File: src/rtl/score_keeper.sv
// Two-player score/HP keeper with IDLE/PLAY/OVER game-phase FSM and BCD scores.
// Optional SCORE_INVULN_EN adds per-player post-damage invulnerability timed in frames.
module score_keeper #(
    parameter int MAX_HP        = 4,
    parameter int INVULN_FRAMES = 60
) (
    input  logic       Clk,
    input  logic       Reset_n,
    input  logic       frame_tick,
    input  logic       start,
    input  logic       pts_p1,
    input  logic       pts_p2,
    input  logic [3:0] pts_val,
    input  logic       dmg_p1,
    input  logic       dmg_p2,
    output logic [3:0] p1_score0,
    output logic [3:0] p1_score1,
    output logic [3:0] p1_score2,
    output logic [3:0] p1_score3,
    output logic [3:0] p2_score0,
    output logic [3:0] p2_score1,
    output logic [3:0] p2_score2,
    output logic [3:0] p2_score3,
    output logic [2:0] p1_hp,
    output logic [2:0] p2_hp,
    output logic       playing,
    output logic       game_over,
    output logic [1:0] winner,
    output logic [1:0] dbg_state
);

    localparam logic [2:0] HP_MAX = 3'(MAX_HP);

    typedef enum logic [1:0] {
        S_IDLE = 2'd0,
        S_PLAY = 2'd1,
        S_OVER = 2'd2
    } state_t;

    state_t      state;
    logic [15:0] p1_score, p2_score;
    logic [15:0] p1_score_nxt, p2_score_nxt;
    logic [2:0]  p1_hp_nxt, p2_hp_nxt;
    logic        hit1, hit2;

    // Adds min(v,9) with a full four-digit decimal ripple; overflow pins at 9999.
    function automatic logic [15:0] bcd_add(input logic [15:0] s, input logic [3:0] v);
        logic [4:0]  d;
        logic [3:0]  addend;
        logic        c;
        logic [15:0] r;
        c      = 1'b0;
        r      = 16'd0;
        addend = (v > 4'd9) ? 4'd9 : v;
        for (int i = 0; i < 4; i++) begin
            d = {1'b0, s[i*4 +: 4]} + {1'b0, addend} + {4'd0, c};
            addend = 4'd0;
            if (d > 5'd9) begin
                r[i*4 +: 4] = 4'(d - 5'd10);
                c = 1'b1;
            end else begin
                r[i*4 +: 4] = d[3:0];
                c = 1'b0;
            end
        end
        return c ? 16'h9999 : r;
    endfunction

`ifdef SCORE_INVULN_EN
    logic [7:0] p1_inv, p2_inv;

    always_ff @(posedge Clk) begin
        if (!Reset_n || start) begin
            p1_inv <= 8'd0;
            p2_inv <= 8'd0;
        end else begin
            if (state == S_PLAY && hit1)
                p1_inv <= 8'(INVULN_FRAMES);
            else if (frame_tick && p1_inv != 8'd0)
                p1_inv <= p1_inv - 8'd1;
            if (state == S_PLAY && hit2)
                p2_inv <= 8'(INVULN_FRAMES);
            else if (frame_tick && p2_inv != 8'd0)
                p2_inv <= p2_inv - 8'd1;
        end
    end
`else
    logic [7:0] unused_cfg;
    assign unused_cfg = 8'(INVULN_FRAMES) ^ {7'd0, frame_tick};
`endif

    always_comb begin
`ifdef SCORE_INVULN_EN
        hit1 = dmg_p1 && (p1_hp != 3'd0) && (p1_inv == 8'd0);
        hit2 = dmg_p2 && (p2_hp != 3'd0) && (p2_inv == 8'd0);
`else
        hit1 = dmg_p1 && (p1_hp != 3'd0);
        hit2 = dmg_p2 && (p2_hp != 3'd0);
`endif
        p1_hp_nxt    = hit1 ? p1_hp - 3'd1 : p1_hp;
        p2_hp_nxt    = hit2 ? p2_hp - 3'd1 : p2_hp;
        p1_score_nxt = pts_p1 ? bcd_add(p1_score, pts_val) : p1_score;
        p2_score_nxt = pts_p2 ? bcd_add(p2_score, pts_val) : p2_score;
    end

    // start outranks everything except reset, in every state.
    always_ff @(posedge Clk) begin
        if (!Reset_n) begin
            state     <= S_IDLE;
            p1_score  <= 16'd0;
            p2_score  <= 16'd0;
            p1_hp     <= HP_MAX;
            p2_hp     <= HP_MAX;
            playing   <= 1'b0;
            game_over <= 1'b0;
            winner    <= 2'b00;
        end else if (start) begin
            state     <= S_PLAY;
            p1_score  <= 16'd0;
            p2_score  <= 16'd0;
            p1_hp     <= HP_MAX;
            p2_hp     <= HP_MAX;
            playing   <= 1'b1;
            game_over <= 1'b0;
            winner    <= 2'b00;
        end else if (state == S_PLAY) begin
            p1_score <= p1_score_nxt;
            p2_score <= p2_score_nxt;
            p1_hp    <= p1_hp_nxt;
            p2_hp    <= p2_hp_nxt;
            if (p1_hp_nxt == 3'd0 || p2_hp_nxt == 3'd0) begin
                state     <= S_OVER;
                playing   <= 1'b0;
                game_over <= 1'b1;
                winner    <= {p1_hp_nxt == 3'd0, p2_hp_nxt == 3'd0};
            end
        end
    end

    assign p1_score0 = p1_score[3:0];
    assign p1_score1 = p1_score[7:4];
    assign p1_score2 = p1_score[11:8];
    assign p1_score3 = p1_score[15:12];
    assign p2_score0 = p2_score[3:0];
    assign p2_score1 = p2_score[7:4];
    assign p2_score2 = p2_score[11:8];
    assign p2_score3 = p2_score[15:12];
    assign dbg_state = state;

endmodule

File: config.mk
export PLATFORM = sky130hd
export DESIGN_NAME = score_keeper
export DESIGN_NICKNAME = d
export VERILOG_FILES = /design/src/rtl/score_keeper.sv
export SDC_FILE = /design/constraint.sdc
export NUM_CORES = 1
export LEC_CHECK = 0
export ABC_AREA = 1
export CAP_MARGIN = 20
export CORE_ASPECT_RATIO = 2
export CORE_MARGIN = 2
export CORE_UTILIZATION = 56
export CTS_CLUSTER_DIAMETER = 120
export DETAILED_ROUTE_END_ITERATION = 10
export GPL_ROUTABILITY_DRIVEN = 0
export PLACE_DENSITY = 0.86
export SYNTH_ARGS = -nofsm -noshare
export SYNTH_HDL_FRONTEND = slang
export SYNTH_SLANG_ARGS = --single-unit
File: constraint.sdc
create_clock -name Clk -period 13.9 [get_ports Clk]
set_clock_uncertainty 0.15 [all_clocks]
set_input_delay 4.17 -clock Clk [delete_from_list [all_inputs] [get_ports Clk]]
set_output_delay 4.17 -clock Clk [all_outputs]
set_load 0.02 [all_outputs]
Word level (Yosys, flattened, before mapping)
Cells that the tools add are included.

storage, ports and cells
  register bits = 43
  bits of input ports = 12
  output and inout port bits = 44
  word-level logic and storage cells = 78

operators by class
  add/sub/neg operators = 18
  magnitude comparators = 9
  equality and inequality tests = 1
  mux-type cells = 27
  bitwise logic cells = 1
  reductions and logical operators = 14

operator list
  cell                                                            number
  greater-than comparator 5 x 4 -> 1 bit (second input constant)  8
  2-to-1 mux 4 bit                                                9
  2-to-1 mux 16 bit                                               2
  subtractor 4 bit (second input constant)                        8
  adder 4 x 1 -> 5 bit                                            6
  2-to-1 mux 1 bit                                                14
  adder 4 x 4 -> 5 bit                                            2
  AND reduction 2 bit                                             4
  zero test 3 bit                                                 2
  2-to-1 mux 3 bit                                                2
  nonzero test 3 bit                                              2
  subtractor 3 x 1 -> 3 bit (second input constant)               2
  greater-than comparator 4 bit (second input constant)           1
  nonzero test 2 bit                                              2
  == test 2 x 1 -> 1 bit (second input constant)                  1
  logical AND 1 bit                                               2
  OR reduction 2 bit                                              1
  logical OR 1 bit                                                1
  inverter 1 bit                                                  1

Logic depth before layout (Yosys ltp)
  depth after elaboration = 15
  mapped depth = 33
  gate-level depth less buffers = 32

Worst setup path after synthesis
Ideal clock, no wire load.

  path kind = input to register
  from = input pts_val[2]
  to = register p1_score[10]
  library setup time = 0.070 ns
  data arrival time = 8.414 ns
  data required time = 13.680 ns
  setup slack = 5.265 ns
  cell stages on the path = 29
  buffers on the path = 1
  cells stage by stage = o21ai_4 -> nand2_1 -> ha_1 -> ha_1 -> inv_1 -> nand2_1 -> nand2_1 -> nand2_1 -> a21oi_4 -> nand2_2 -> ha_1 -> ha_1 -> xor2_1 -> o21ai_0 -> nand2_1 -> ha_1 -> ha_1 -> xor2_1 -> o21ai_0 -> nand2_1 -> ha_1 -> ha_1 -> xor2_1 -> nor2_1 -> o21ai_0 -> nor2_1 -> buf_2 -> o211ai_1 -> a21oi_1

between the ends
  cells in the longest elaborated chain, start to end = 15
  elaborated cells on any way between the ends = 17
  those cells by class = 5 x add/sub; 5 x order compare; 7 x mux

RTL lines
  element                                   line  source
  start, declared                           13    input logic [3:0] pts_val,
  greater-than comparator 4 bit             54    addend = (v > 4'd9) ? 4'd9 : v;
  2-to-1 mux 4 bit *                        54
  adder 4 x 4 -> 5 bit *                    56    d = {1'b0, s[i*4 +: 4]} + {1'b0, addend} + {4'd0, c};
  greater-than comparator 5 x 4 -> 1 bit *  58    if (d > 5'd9) begin
  2-to-1 mux 1 bit *                        58
  adder 4 x 1 -> 5 bit *                    56
  greater-than comparator 5 x 4 -> 1 bit *  58
  2-to-1 mux 1 bit *                        58
  adder 4 x 1 -> 5 bit *                    56
  greater-than comparator 5 x 4 -> 1 bit    58
  2-to-1 mux 1 bit                          58
  adder 4 x 1 -> 5 bit                      56
  greater-than comparator 5 x 4 -> 1 bit    58
  2-to-1 mux 1 bit                          58
  2-to-1 mux 16 bit *                       66    return c ? 16'h9999 : r;
  end signal, assigned                      127   p1_score <= p1_score_nxt;
  end, declared                             41    logic [15:0] p1_score, p2_score;

Mark *: on every way between the ends. The rest lies on a longest branch, timed or not.
A chain may end at the register's enable or synchronous reset.

Final worst setup path
  from = input pts_val[1]
  to = register p1_score[8]

Same word-level chain as after synthesis.

==> run metrics <==
outcome=finished, final reports clean; Total Routed Length=approximately 6.3 mm; Hold Buf Count CTS=0; diode count=0; filler cell count=between 300 and 400; share of layout cells above drive strength 1=5.75%; placed insts=approximately 480; Final Slew Violations=0; CTS clk-pin slew, worst paths=approximately 0.08 ns; DP Wirelength=4.81 mm; Vias/cell=roughly 5.4; chip width=between 50 and 60 um; Final setup viols=0; CTS Root Buffer Type=clkbuf_8; syn nets=between 400 and 500; Pleak=~0.0016 uW; # clock sinks=42; DIE AREA=approximately 5400 um^2; Yosys cell types=27; critical path's top delay family=simple AND/OR/NAND/NOR gates; H-Tree Depth=2; syn_area_per_cell=about 7 um^2; Post-Syn Instances=~380; gr usage total=25.3%; critical path startpoint category=input pin; Nets=approximately 480; Num CTS Buffers=5; setup ws final=around 3.8 ns; Worst path max stage delay=about 0.61 ns; Avg WL per Cell=roughly 13 um; area grow syn2layout=25.2%; largest net degree at the start of global routing=25; IO Pins=56; CP max stage cell=nor2_1; CTS Buffer Depth=2; PwrDens=approximately 80 nW/um^2; commonest non-fill, non-tap cell in the layout=nand2_1; most used cell, CP=ha_1; RSZ-0062 raised after global routing=false; DR iter-0 viols=41; Final Hold Fails=0; CP Max Fanout=12; Die Y=102 um; vias=approximately 2.7k; crit share post-route=between 70% and 80%; hold crit path type=flop to flop; mapped cell area=between 2000 and 3000 um^2; most frequent cells in the layout=86 x nand2_1, 56 x inv_1, 54 x clkdlybuf4s50_1; core area=~4600 um^2; Final min period=10.05 ns; initial core utilization=about three fifths; ANT nets after route=0; Worst-Margin Slew=about 0.83 ns; Non-Filler Instances=490; DRC viols=0; Seq/Total Area, Yosys=approximately 31%; worst vdd ir=0.0596 mV; critical path class=input pin to flop; Yosys warning total=0; TritonCTS clock tree=built; vias in the first global route=around 2.6k; Max-cap violations=0; Slew headroom=between 40% and 50%; Setup Buffers After CTS=0; Rows=35; worst path required time=about 14 ns; Final Util=between 70% and 80%; first-pass GRT wire length=10.6 mm; #FFs+latches synth=42; IO buf count=54; Post-Route Setup TNS=0 ns; Post-Place Worst Slack=3.59 ns; DRT Pass-1 Iters=4; initial antenna violation count=0; Congestion Overflow GR=0; Post-CTS Resized=0; Buf/Inv on CP=4; CP endpoint kind=flop; f_max=about 0.099 GHz; Worst-Skew Late Latency=~0.30 ns; Worst EP arrival=around 10 ns
## worst register-to-register path, cell delays in order (launching register included)
cell and delay, ns:
dfxtp_1 0.43, nand3_1 0.17, nand2_1 0.11, inv_1 0.04, ha_1 0.30, inv_1 0.10
nand3_1 0.13, nand3_2 0.14, nand2_2 0.08, ha_1 0.21, ha_1 0.21, xor2_1 0.17
o21ai_0 0.28, nand2_1 0.17, ha_1 0.24, ha_1 0.21, xor2_1 0.17, o21ai_0 0.31
nand2_1 0.19, ha_1 0.26, ha_1 0.22, xor2_1 0.16, nor2_1 0.08, o21ai_0 0.08
nor2_1 0.61, inv_1 0.21, o221a_2 0.29
## final cells by class
| class | count | area (um^2) | area share [%] |
|---|---|---|---|
| Tap cell | 55 | 68.8 | 2.03 |
| Clock inverter | 2 | 37.5 | 1.11 |
| Inverter | 59 | 221 | 6.53 |
| Timing Repair Buffer | 55 | 548 | 16.2 |
| Sequential cell | 42 | 841 | 24.8 |
| Multi-Input combinational cell | 271 | 1600 | 47.2 |
| Clock buffer | 6 | 72.6 | 2.14 |
## where the power goes
| group | internal, uW | total [uW] | switching (uW) |
|---|---|---|---|
| sequential | 123 | 126 | 2.61 |
| clock | 53.6 | 97.0 | 43.4 |
| combinational | 18.2 | 46.7 | 28.5 |
| total | 195 | 269 | 74.4 |
## cells in the mapped netlist, drive strengths merged
cell type | instances | area, um^2
nand2 | 90 | 348
inv | 59 | 221
dfxtp | 42 | 841
nand3 | 40 | 210
a21oi | 37 | 208
ha | 30 | 375
o21ai | 29 | 156
nor2 | 15 | 56.3
xor2 | 12 | 105
buf | 5 | 30.0
clkbuf | 4 | 15.0
o211ai | 4 | 30.0
o221a | 4 | 45.0
nand4 | 3 | 18.8
a211oi | 1 | 7.51
a221oi | 1 | 8.76
a31oi | 1 | 6.26
and3 | 1 | 6.26
nor3 | 1 | 5.00
or2 | 1 | 6.26
xnor2 | 1 | 8.76
## flip-flops by register name, summed over array words and instances, names as in the netlist
name / count
winner: 2
p1_hp: 3
p1_score: 16
p2_score: 16
p2_hp: 3
dbg_state: 2
## metrics by stage
stage | total power (uW) | instance area, um^2 | hold slack [ns]
after global placement | 173 | 3280 | 0.298
after floorplan | 159 | 2710 | 0.386
after CTS | 271 | 3390 | 0.316
after detailed placement | 175 | 3280 | 0.305
final | 269 | 3390 | 0.315
after global routing | 282 | 3390 | 0.340
## cell families after synthesis
logic type / synth area share [%]
adders and majority gates: 13.9
AOI/OAI and AO/OA: 17.0
DFF: 31.0
buffers and inverters: 9.84
xor gates and xnor gates: 4.20
and+or+nand+nor: 24.0
## path summary, 6_finish.rpt
check	startpoint	end	slack, ns	depth (start not counted)
min	winner[0]	winner[0]	0.32	2
max reg2reg	p1_score[1]	p1_score[8]	8.06	26
max	pts_val[1]	p1_score[8]	3.85	28
min reg2reg	winner[0]	winner[0]	0.32	2
## per-layer routing
layer	up-vias	share of wire [%]	track usage, %
met5	-	0	0
met2	59	57	48.8
met1	1232	37	24.3
li1	1359	-	-
met3	15	2.9	3.65
met4	0	2.6	12.8
No activity file was read; power rests on OpenSTA's default activity.
